[src/rtl/m68k_region_decode_if.sv]
// 68000 bus side of the region decoder: CPU address/strobe in,
// registered chip selects and DTACK back out.
interface m68k_region_decode_if #(
  parameter int NUM_REGIONS = 16,
  parameter int ADDR_W      = 24
);
  localparam int IW = $clog2(NUM_REGIONS);

  logic [ADDR_W-1:0]      m68k_a;
  logic                   m68k_as_n;
  logic [NUM_REGIONS-1:0] cs;
  logic                   dtack_n;
  logic                   unmapped;
  logic [IW-1:0]          active_idx;

  modport master (
    output m68k_a,
    output m68k_as_n,
    input  cs,
    input  dtack_n,
    input  unmapped,
    input  active_idx
  );

  modport slave (
    input  m68k_a,
    input  m68k_as_n,
    output cs,
    output dtack_n,
    output unmapped,
    output active_idx
  );
endinterface

[src/rtl/m68k_region_decode.sv]
// Table-driven 68000 address decoder: runtime-loaded regions,
// fixed lowest-index priority, per-region wait states and DTACK.
module m68k_region_decode #(
  parameter int NUM_REGIONS = 16,
  parameter int ADDR_W      = 24,
  parameter int WAIT_W      = 4,
  parameter int UNMAP_WAIT  = 8
) (
  input  logic                           clk_sys,
  input  logic                           reset,
  input  logic                           cfg_we,
  input  logic [$clog2(NUM_REGIONS)-1:0] cfg_idx,
  input  logic [ADDR_W-1:0]              cfg_start,
  input  logic [ADDR_W-1:0]              cfg_end,
  input  logic [WAIT_W-1:0]              cfg_wait,
  input  logic                           cfg_en,
  m68k_region_decode_if.slave            bus
);

  localparam int IW = $clog2(NUM_REGIONS);
  localparam int UW = $clog2(UNMAP_WAIT + 1);
  localparam int CW = (WAIT_W > UW) ? WAIT_W : UW;
  localparam bit FULL = (NUM_REGIONS == (1 << IW));

  typedef enum logic [1:0] {
    S_IDLE,
    S_DECODE,
    S_WAIT,
    S_ACK
  } state_t;

  logic [ADDR_W-1:0]      t_start [NUM_REGIONS];
  logic [ADDR_W-1:0]      t_end   [NUM_REGIONS];
  logic [WAIT_W-1:0]      t_wait  [NUM_REGIONS];
  logic [NUM_REGIONS-1:0] t_en;

  logic                   idx_ok;
  logic [NUM_REGIONS-1:0] match;
  logic                   hit;
  logic [IW-1:0]          hit_idx;
  logic [WAIT_W-1:0]      hit_wait;

  state_t                 state;
  logic [ADDR_W-1:0]      addr_q;
  logic [CW-1:0]          cnt;
  logic [NUM_REGIONS-1:0] cs_q;
  logic                   dtack_q;
  logic                   unm_q;
  logic [IW-1:0]          idx_q;

  assign idx_ok = FULL ? 1'b1
                : (32'(cfg_idx) < 32'(NUM_REGIONS));

  // Only the enables need a reset; bounds are don't-care while disabled.
  always_ff @(posedge clk_sys) begin
    if (reset) begin
      t_en <= '0;
    end else if (cfg_we && idx_ok) begin
      t_en[cfg_idx] <= cfg_en;
    end
  end

  always_ff @(posedge clk_sys) begin
    if (cfg_we && idx_ok) begin
      t_start[cfg_idx] <= cfg_start;
      t_end[cfg_idx]   <= cfg_end;
      t_wait[cfg_idx]  <= cfg_wait;
    end
  end

  always_comb begin
    match = '0;
    for (int k = 0; k < NUM_REGIONS; k++) begin
      match[k] = t_en[k]
              && (addr_q >= t_start[k])
              && (addr_q <= t_end[k]);
    end
  end

  // Scan downwards so the lowest matching index is the survivor.
  always_comb begin
    hit     = |match;
    hit_idx = '0;
    for (int k = NUM_REGIONS - 1; k >= 0; k--) begin
      if (match[k]) hit_idx = IW'(k);
    end
  end

  assign hit_wait = t_wait[hit_idx];

  always_ff @(posedge clk_sys) begin
    if (reset) begin
      state   <= S_IDLE;
      addr_q  <= '0;
      cnt     <= '0;
      cs_q    <= '0;
      dtack_q <= 1'b1;
      unm_q   <= 1'b0;
      idx_q   <= '0;
    end else begin
      unm_q <= 1'b0;
      unique case (state)
        S_IDLE: begin
          cs_q    <= '0;
          dtack_q <= 1'b1;
          if (!bus.m68k_as_n) begin
            addr_q <= bus.m68k_a;
            state  <= S_DECODE;
          end
        end
        S_DECODE: begin
          if (bus.m68k_as_n) begin
            state <= S_IDLE;
          end else if (hit) begin
            cs_q  <= NUM_REGIONS'(1) << hit_idx;
            cnt   <= CW'(hit_wait);
            idx_q <= hit_idx;
            state <= (hit_wait == '0) ? S_ACK : S_WAIT;
          end else begin
            unm_q <= 1'b1;
            cnt   <= CW'(UNMAP_WAIT);
            state <= S_WAIT;
          end
        end
        S_WAIT: begin
          if (bus.m68k_as_n) begin
            state <= S_IDLE;
          end else if (cnt <= CW'(1)) begin
            state <= S_ACK;
          end else begin
            cnt <= cnt - CW'(1);
          end
        end
        S_ACK: begin
          if (bus.m68k_as_n) begin
            state <= S_IDLE;
          end else begin
            dtack_q <= 1'b0;
          end
        end
      endcase
    end
  end

  assign bus.cs         = cs_q;
  assign bus.dtack_n    = dtack_q;
  assign bus.unmapped   = unm_q;
  assign bus.active_idx = idx_q;

endmodule

[src/flat_wrapper.sv]
// flat-port wrapper written by rule: the top's interface ports become plain ports
module m68k_region_decode_flat 
#(
  parameter int NUM_REGIONS = 16,
  parameter int ADDR_W      = 24,
  parameter int WAIT_W      = 4,
  parameter int UNMAP_WAIT  = 8
)
  (clk_sys, reset, cfg_we, cfg_idx, cfg_start, cfg_end, cfg_wait, cfg_en, bus_m68k_a, bus_m68k_as_n, bus_cs, bus_dtack_n, bus_unmapped, bus_active_idx);
  m68k_region_decode_if #(.NUM_REGIONS(NUM_REGIONS), .ADDR_W(ADDR_W)) bus_i ();
  input  logic clk_sys;
  input  logic reset;
  input  logic cfg_we;
  input  logic [$clog2(NUM_REGIONS)-1:0] cfg_idx;
  input  logic [ADDR_W-1:0] cfg_start;
  input  logic [ADDR_W-1:0] cfg_end;
  input  logic [WAIT_W-1:0] cfg_wait;
  input  logic cfg_en;
  input wire logic [$bits(bus_i.m68k_a)-1:0] bus_m68k_a;
  input wire logic [$bits(bus_i.m68k_as_n)-1:0] bus_m68k_as_n;
  output wire logic [$bits(bus_i.cs)-1:0] bus_cs;
  output wire logic [$bits(bus_i.dtack_n)-1:0] bus_dtack_n;
  output wire logic [$bits(bus_i.unmapped)-1:0] bus_unmapped;
  output wire logic [$bits(bus_i.active_idx)-1:0] bus_active_idx;
  assign bus_i.m68k_a = bus_m68k_a;
  assign bus_i.m68k_as_n = bus_m68k_as_n;
  assign bus_cs = bus_i.cs;
  assign bus_dtack_n = bus_i.dtack_n;
  assign bus_unmapped = bus_i.unmapped;
  assign bus_active_idx = bus_i.active_idx;
  m68k_region_decode #(.NUM_REGIONS(NUM_REGIONS), .ADDR_W(ADDR_W), .WAIT_W(WAIT_W), .UNMAP_WAIT(UNMAP_WAIT)) u_core (.clk_sys(clk_sys), .reset(reset), .cfg_we(cfg_we), .cfg_idx(cfg_idx), .cfg_start(cfg_start), .cfg_end(cfg_end), .cfg_wait(cfg_wait), .cfg_en(cfg_en), .bus(bus_i));
endmodule
[config.mk]
export PLATFORM = sky130hd
export DESIGN_NAME = m68k_region_decode_flat
export DESIGN_NICKNAME = d
export VERILOG_FILES = /design/src/rtl/m68k_region_decode_if.sv /design/src/rtl/m68k_region_decode.sv /design/src/flat_wrapper.sv
export SDC_FILE = /design/constraint.sdc
export NUM_CORES = 2
export LEC_CHECK = 0
export ABC_CLOCK_PERIOD_IN_PS = 5700
export CAP_MARGIN = 20
export CORE_AREA = 10 10 412 414
export DETAILED_ROUTE_END_ITERATION = 6
export DIE_AREA = 0 0 422 424
export MAX_ROUTING_LAYER = met4
export PLACE_DENSITY = 0.51
export SYNTH_ARGS = -nofsm -noshare
export SYNTH_HDL_FRONTEND = slang
export SYNTH_SLANG_ARGS = --single-unit
[constraint.sdc]
create_clock -name clk_sys -period 5.7 [get_ports clk_sys]
set_clock_uncertainty 0.15 [all_clocks]
set_input_delay 1.14 -clock clk_sys [delete_from_list [all_inputs] [get_ports clk_sys]]
set_output_delay 1.14 -clock clk_sys [all_outputs]
set_load 0.03 [all_outputs]
After elaboration in Yosys (flattened, before gate mapping)
Memories as Yosys holds them, arrays and structs flattened.
Index checks and enable logic that the tools add are counted.
{"block": "totals", "register_bits": 68, "mem_bits_rw": 832, "in_bits": 85, "out_inout_bits": 22, "wordCells": 147, "memories": 3}
{"block": "op_classes", "addsub": 1, "n_lt_le_gt_ge": 35, "eq_ne": 11, "shifts": 1, "muxes": 40, "bitwise": 2, "reduce_logical": 46}
{"memory": "u_core.t_end", "depth": 16, "width": 24, "rd": 16, "rd_ports_with_merged_regs": 0, "write_ports": 1, "line": "m68k_region_decode.sv:33", "rtl": "logic [ADDR_W-1:0] t_end [NUM_REGIONS];"}
{"memory": "u_core.t_start", "depth": 16, "width": 24, "rd": 16, "rd_ports_with_merged_regs": 0, "write_ports": 1, "line": "m68k_region_decode.sv:32", "rtl": "logic [ADDR_W-1:0] t_start [NUM_REGIONS];"}
{"memory": "u_core.t_wait", "depth": 16, "width": 4, "rd": 1, "rd_ports_with_merged_regs": 0, "write_ports": 1, "line": "m68k_region_decode.sv:34", "rtl": "logic [WAIT_W-1:0] t_wait [NUM_REGIONS];"}
{"cell": "$ge A24 B24 Y1", "n": 16}
{"cell": "$le A24 B24 Y1", "n": 16}
{"cell": "$mux W4", "n": 20}
{"cell": "$logic_and A1 B1 Y1", "n": 33}
{"cell": "$mux W16", "n": 2}
{"cell": "$pmux W16 S2", "n": 1}
{"cell": "$bwmux W16", "n": 1}
{"cell": "$reduce_or A16 Y1", "n": 1}
{"cell": "$shl A1 B4 Y16 const A", "n": 1}
{"cell": "$mux W2", "n": 6}
{"cell": "$ne A2 B2 Y1 const B", "n": 6}
{"cell": "$reduce_and A3 Y1", "n": 3}
{"cell": "$pmux W2 S4", "n": 1}
{"cell": "$pmux W4 S2", "n": 1}
{"cell": "$mux W1", "n": 6}
{"cell": "$reduce_bool A2 Y1", "n": 3}
{"cell": "$lt A4 B5 Y1 const B", "n": 1}
{"cell": "$demux W1 S4", "n": 1}
{"cell": "$eq A2 B2 Y1 const B", "n": 2}
{"cell": "$ge A4 B1 Y1 const B", "n": 1}
{"cell": "$le A4 B1 Y1 const B", "n": 1}
{"cell": "$logic_not A4 Y1", "n": 1}
{"cell": "$reduce_and A2 Y1", "n": 2}
{"cell": "$reduce_and A4 Y1", "n": 1}
{"cell": "other kinds (8)", "n": 9}

Longest topological paths before layout
An unclocked memory read counts as a cell.
{"block": "logic_depth", "word_depth": 26, "ltp_mapped": 20}

Worst setup path before layout
Ideal clock, no wire load.
{"block": "synth_path", "path_type": "input to register", "from": "input port cfg_idx[1]", "to": "register u_core.t_en[1]", "setup_time_ns": 0.128, "t_arrival_ns": 5.460, "required_time_ns": 5.422, "slack_ns": -0.037, "path_stages": 4, "n_path_buf": 0, "cell_sequence": "nand3b_1 -> nor3_1 -> mux2i_1 -> nor2_1"}
{"block": "synth_between", "elab_chain_len": 5, "elab_cells_between_ends": 6, "classes_between": "order compare (2); mux (3); reduce/logical (1)"}
{"element": "start: declaration", "line": "flat_wrapper.sv:14", "rtl": "input logic [$clog2(NUM_REGIONS)-1:0] cfg_idx;"}
{"element": "$lt A4 B5 Y1 (implied by the code) / $ge A4 B1 Y1 (equally long branches)", "line": "m68k_region_decode.sv:59", "rtl": "t_en[cfg_idx] <= cfg_en;"}
{"element": "$logic_and A1 B1 Y1 (implied by the code)", "line": "m68k_region_decode.sv:59"}
{"element": "$mux W1 (implied by the code)", "line": "m68k_region_decode.sv:59"}
{"element": "$demux W1 S4 *"}
{"element": "$bwmux W16 *", "line": "m68k_region_decode.sv:59"}
{"element": "end signal: indexed assignment", "line": "m68k_region_decode.sv:59"}
{"element": "end: declaration", "line": "m68k_region_decode.sv:35", "rtl": "logic [NUM_REGIONS-1:0] t_en;"}
Mark *: on every way between the ends. The rest lies on a longest branch, timed or not.
A chain may end at the register's enable or synchronous reset.

Final worst setup path
{"block": "layout_path", "from": "register u_core.addr_q[23]", "to": "register u_core.state[0]"}
{"block": "layout_between", "elab_chain_len": 25, "elab_cells_between_ends": 87, "classes_between": "order compare (32); mux (20); reduce/logical (34); memory (1)"}
{"element": "start: declaration", "line": "m68k_region_decode.sv:44", "rtl": "logic [ADDR_W-1:0] addr_q;"}
{"element": "start signal: assignment", "line": "m68k_region_decode.sv:107", "rtl": "addr_q <= bus.m68k_a;"}
{"element": "$ge A24 B24 Y1", "line": "m68k_region_decode.sv:75", "rtl": "&& (addr_q >= t_start[k])"}
{"element": "$logic_and A1 B1 Y1", "line": "m68k_region_decode.sv:75"}
{"element": "$logic_and A1 B1 Y1", "line": "m68k_region_decode.sv:76", "rtl": "&& (addr_q <= t_end[k]);"}
{"element": "$mux W4 (16 in series)", "line": "m68k_region_decode.sv:85", "rtl": "if (match[k]) hit_idx = IW'(k);"}
{"element": "$mem_v2 Z16 W4"}
{"element": "$logic_not A4 Y1", "line": "m68k_region_decode.sv:118", "rtl": "state <= (hit_wait == '0) ? S_ACK : S_WAIT;"}
{"element": "$mux W1", "line": "m68k_region_decode.sv:118"}
{"element": "$mux W2 *", "line": "m68k_region_decode.sv:114", "rtl": "end else if (hit) begin"}
{"element": "$mux W2 *", "line": "m68k_region_decode.sv:112", "rtl": "if (bus.m68k_as_n) begin"}
{"element": "$pmux W2 S4 *", "line": "m68k_region_decode.sv:102", "rtl": "unique case (state)"}
{"element": "end signal: assignment", "line": "m68k_region_decode.sv:118"}
{"element": "end: declaration", "line": "m68k_region_decode.sv:43", "rtl": "state_t state;"}
Marked as above.

==> out/qor.csv <==
metric,value,unit
outcome,"finished, final reports clean",
synth_area_leaders,"edfxtp_1 (52%), ha_1 (20%), inv_1 (6.1%), a21oi_1 (3.2%), dfxtp_1 (2.8%)",
vias,31614,
antenna_found_initial,4,
whs,310,ps
ys_ff_latch,900,
post-dp-hpwl,98.4,mm
path_cells,buf_4 -> ha_1 -> nand4_1 -> nor4_4 -> nand2_1 -> o311ai_0 -> nand3_1 -> o2bb2ai_1 -> a2111o_1 -> a21o_1 -> clkinv_1 -> a31o_2 -> o211ai_1 -> o211ai_1 -> or4_1 -> o31ai_2,
clock_latency,720,ps
die_y,424,um
total_power,15.7,mW
seq_power_share,0.474,
fillers,15809,
cp_max_fo,13,
required,6180,ps
setup_tns,0,ps
yosysMostFrequentCell,edfxtp_1,
post-cts-setup-buffers,0,
synth-seq-area-share,0.549,
first_global_vias,31102,
die_area,0.179,sq mm
coreArea,0.162,sq mm
clkTransAtPathRegs,60,ps
critPathKind,reg -> reg,
slowest_stage,dfxtp_2,
yosysTopAreaCell,edfxtp_1,
hp-class,reg -> reg,
final_net_count,5174,
crit_family,compound AO/OA/AOI/OAI gates,
synth_warnings,0,
slew_headroom,0.229,
initial_core_util,0.297,
clkPwrFrac,0.437,
clk_path_buf_depth,3,
cp_data_arrival_time,5970,ps
port_buffers,106,
drive_gt1_frac,0.0910,
synth_ff_type,edfxtp_1,
maxCapViolCount,0,
min_period,5500,ps
cts_resized,1,
p_comb_frac,0.090,
synthesis.nets,4838,
cts_tree,done,
synth_area,0.0480,sq mm
slew_viol_final,0,
grt_start_max_net_pins,54,
cts-htree-levels,3,
max_slew.worst_pin.slew,1150,ps
drt-initial-drc-count,2347,
yosysTopAreaCellShare,0.520,
cts_root_buffer,clkbuf_16,
period_share,0.964,
intPower,11.9,mW
crit_top_cell,o211ai_1,
multi_input_area,0.0188,sq mm
synth_top_cells_by_count,"edfxtp_1 (832), inv_1 (776), ha_1 (770), a21oi_1 (307), nand2_1 (210)",
p_leak,24.9,nW
track_usage,0.159,
drc,0,
power-per-cell-area,277,mW/mm^2
synth_cells,3983,
pin_count,107,
wl_per_cell,21.4,um
overflow,0,
num_rows,148,
ff_latch_area,0.0264,sq mm
placedInstanceArea,0.0532,sq mm
synth.distinct_cells,99,
end_kind,flop,
gp_congestion,0.866,
ant_nets,0,
cp.buffers_inverters,2,
async_flop_share,0,
final_hold_viol_count,0,
fmax,0.182,GHz
postSynthAreaPerCell,12.1,sq um
p_sw_frac,0.243,
cts_hold_buffers,0,
syn_to_final_growth,18.2,%
peakVddDrop,0.220,mV
report.final.setup_viol,0,
cts_buffers,102,
cts.sinks,900,
grt_pass1_wl,208,mm
synth_edf_count,832,
via_per_inst,4.80,
rsz0062_at_grt,false,
detail_route.wirelength,141,mm
die_w,422,um
p_sw,3.82,mW
finalInstanceArea,0.0567,sq mm
start_kind,flop,
first_pass_iters,5,
max_stage_delay,620,ps
logic make-up after synthesis:
| family | share of synthesized area |
|---|---|
| adders and majority gates | 0.201 |
| AOI/OAI and AO/OA | 0.108 |
| muxes | 0.00782 |
| and+or+nand+nor | 0.0713 |
| DFF | 0.549 |
| buffers and inverters | 0.0631 |
per-layer routing:
layer  global-route usage  vias up  part of all wire
met1                0.213    15533              0.47
met4               0.0391        0             0.018
met5                    -        -                 0
met3               0.0180      139             0.047
met2                0.257      702              0.47
li1                     -    15240                 -
power by group through the flow:
stage	Combinational [mW]	Clock [mW]	Sequential, mW
detailed placement	1.41	0	7.60
CTS	1.42	7.05	7.46
global route	1.58	7.29	7.46
floorplan	0.690	0	7.59
finish	1.41	6.87	7.45
global placement	1.39	0	7.59
sequential cells by signal, indices dropped and copies added, names as in the netlist:
signal and count:
u_core.t_end 384, u_core.t_start 384, u_core.t_wait 64, u_core.addr_q 24
u_core.bus.cs 16, u_core.t_en 16, u_core.bus.active_idx 4, u_core.cnt 4
u_core.state 2, u_core.bus.dtack_n 1, u_core.bus.unmapped 1
area by class of cell:
cell class                      count  area share
Sequential cell                   900       0.465
Multi-Input combinational cell   2284       0.331
Clock buffer                      143      0.0516
Inverter                          777      0.0514
Tap cell                         2175      0.0480
Timing Repair Buffer              254      0.0429
Clock inverter                     50      0.0101
Antenna cell                        4    0.000176
worst paths after layout:
| kind | startpoint | end | slack, ps | depth (start not counted) |
|---|---|---|---|---|
| worst max register to register | u_core.addr_q[23] | u_core.state[0] | 200 | 16 |
| worst min register to register | u_core.addr_q[0] | u_core.addr_q[0] | 310 | 2 |
| worst min-delay path | u_core.addr_q[0] | u_core.addr_q[0] | 310 | 2 |
| worst max-delay path | u_core.addr_q[23] | u_core.state[0] | 200 | 16 |
through the flow:
stage / instances / worst slack, ps / utilization
3_3_place_gp: 6385 / -72.2 / 0.329
5_1_grt: 6587 / 72.7 / 0.351
4_1_cts: 6583 / 99.1 / 0.351
2_1_floorplan: 3983 / 38.2 / -
3_5_place_dp: 6390 / -181 / 0.329
6_report: 6587 / 205 / 0.351
layout by cell type (no fill, tap or decap), drive strengths merged, types with 14 or more instances in the layout:
master	count
o21ai	162
nor4	23
nand2b	22
ha	770
a2111oi	15
nor2b	29
nand3	59
nor2	125
inv	782
nand4	113
nand2	212
buf	149
mux2i	33
nor3	26
a21oi	310
a21boi	14
a211oi	48
a21o	60
a22oi	25
clkbuf	143
clkdlybuf4s50	105
dfxtp	68
edfxtp	832
o211ai	29
clkinv	33
o21a	23
and4	16
worst register-to-register path: cells and delay by family (launching register included):
family	cells	cell delay [ps]
AND/OR/NAND/NOR	5	2000
AO/OA/AOI/OAI	8	1990
flip-flops	1	620
buffers and inverters	2	470
adder cells (fa/ha/maj)	1	180
(Power assumes the default switching activity.)
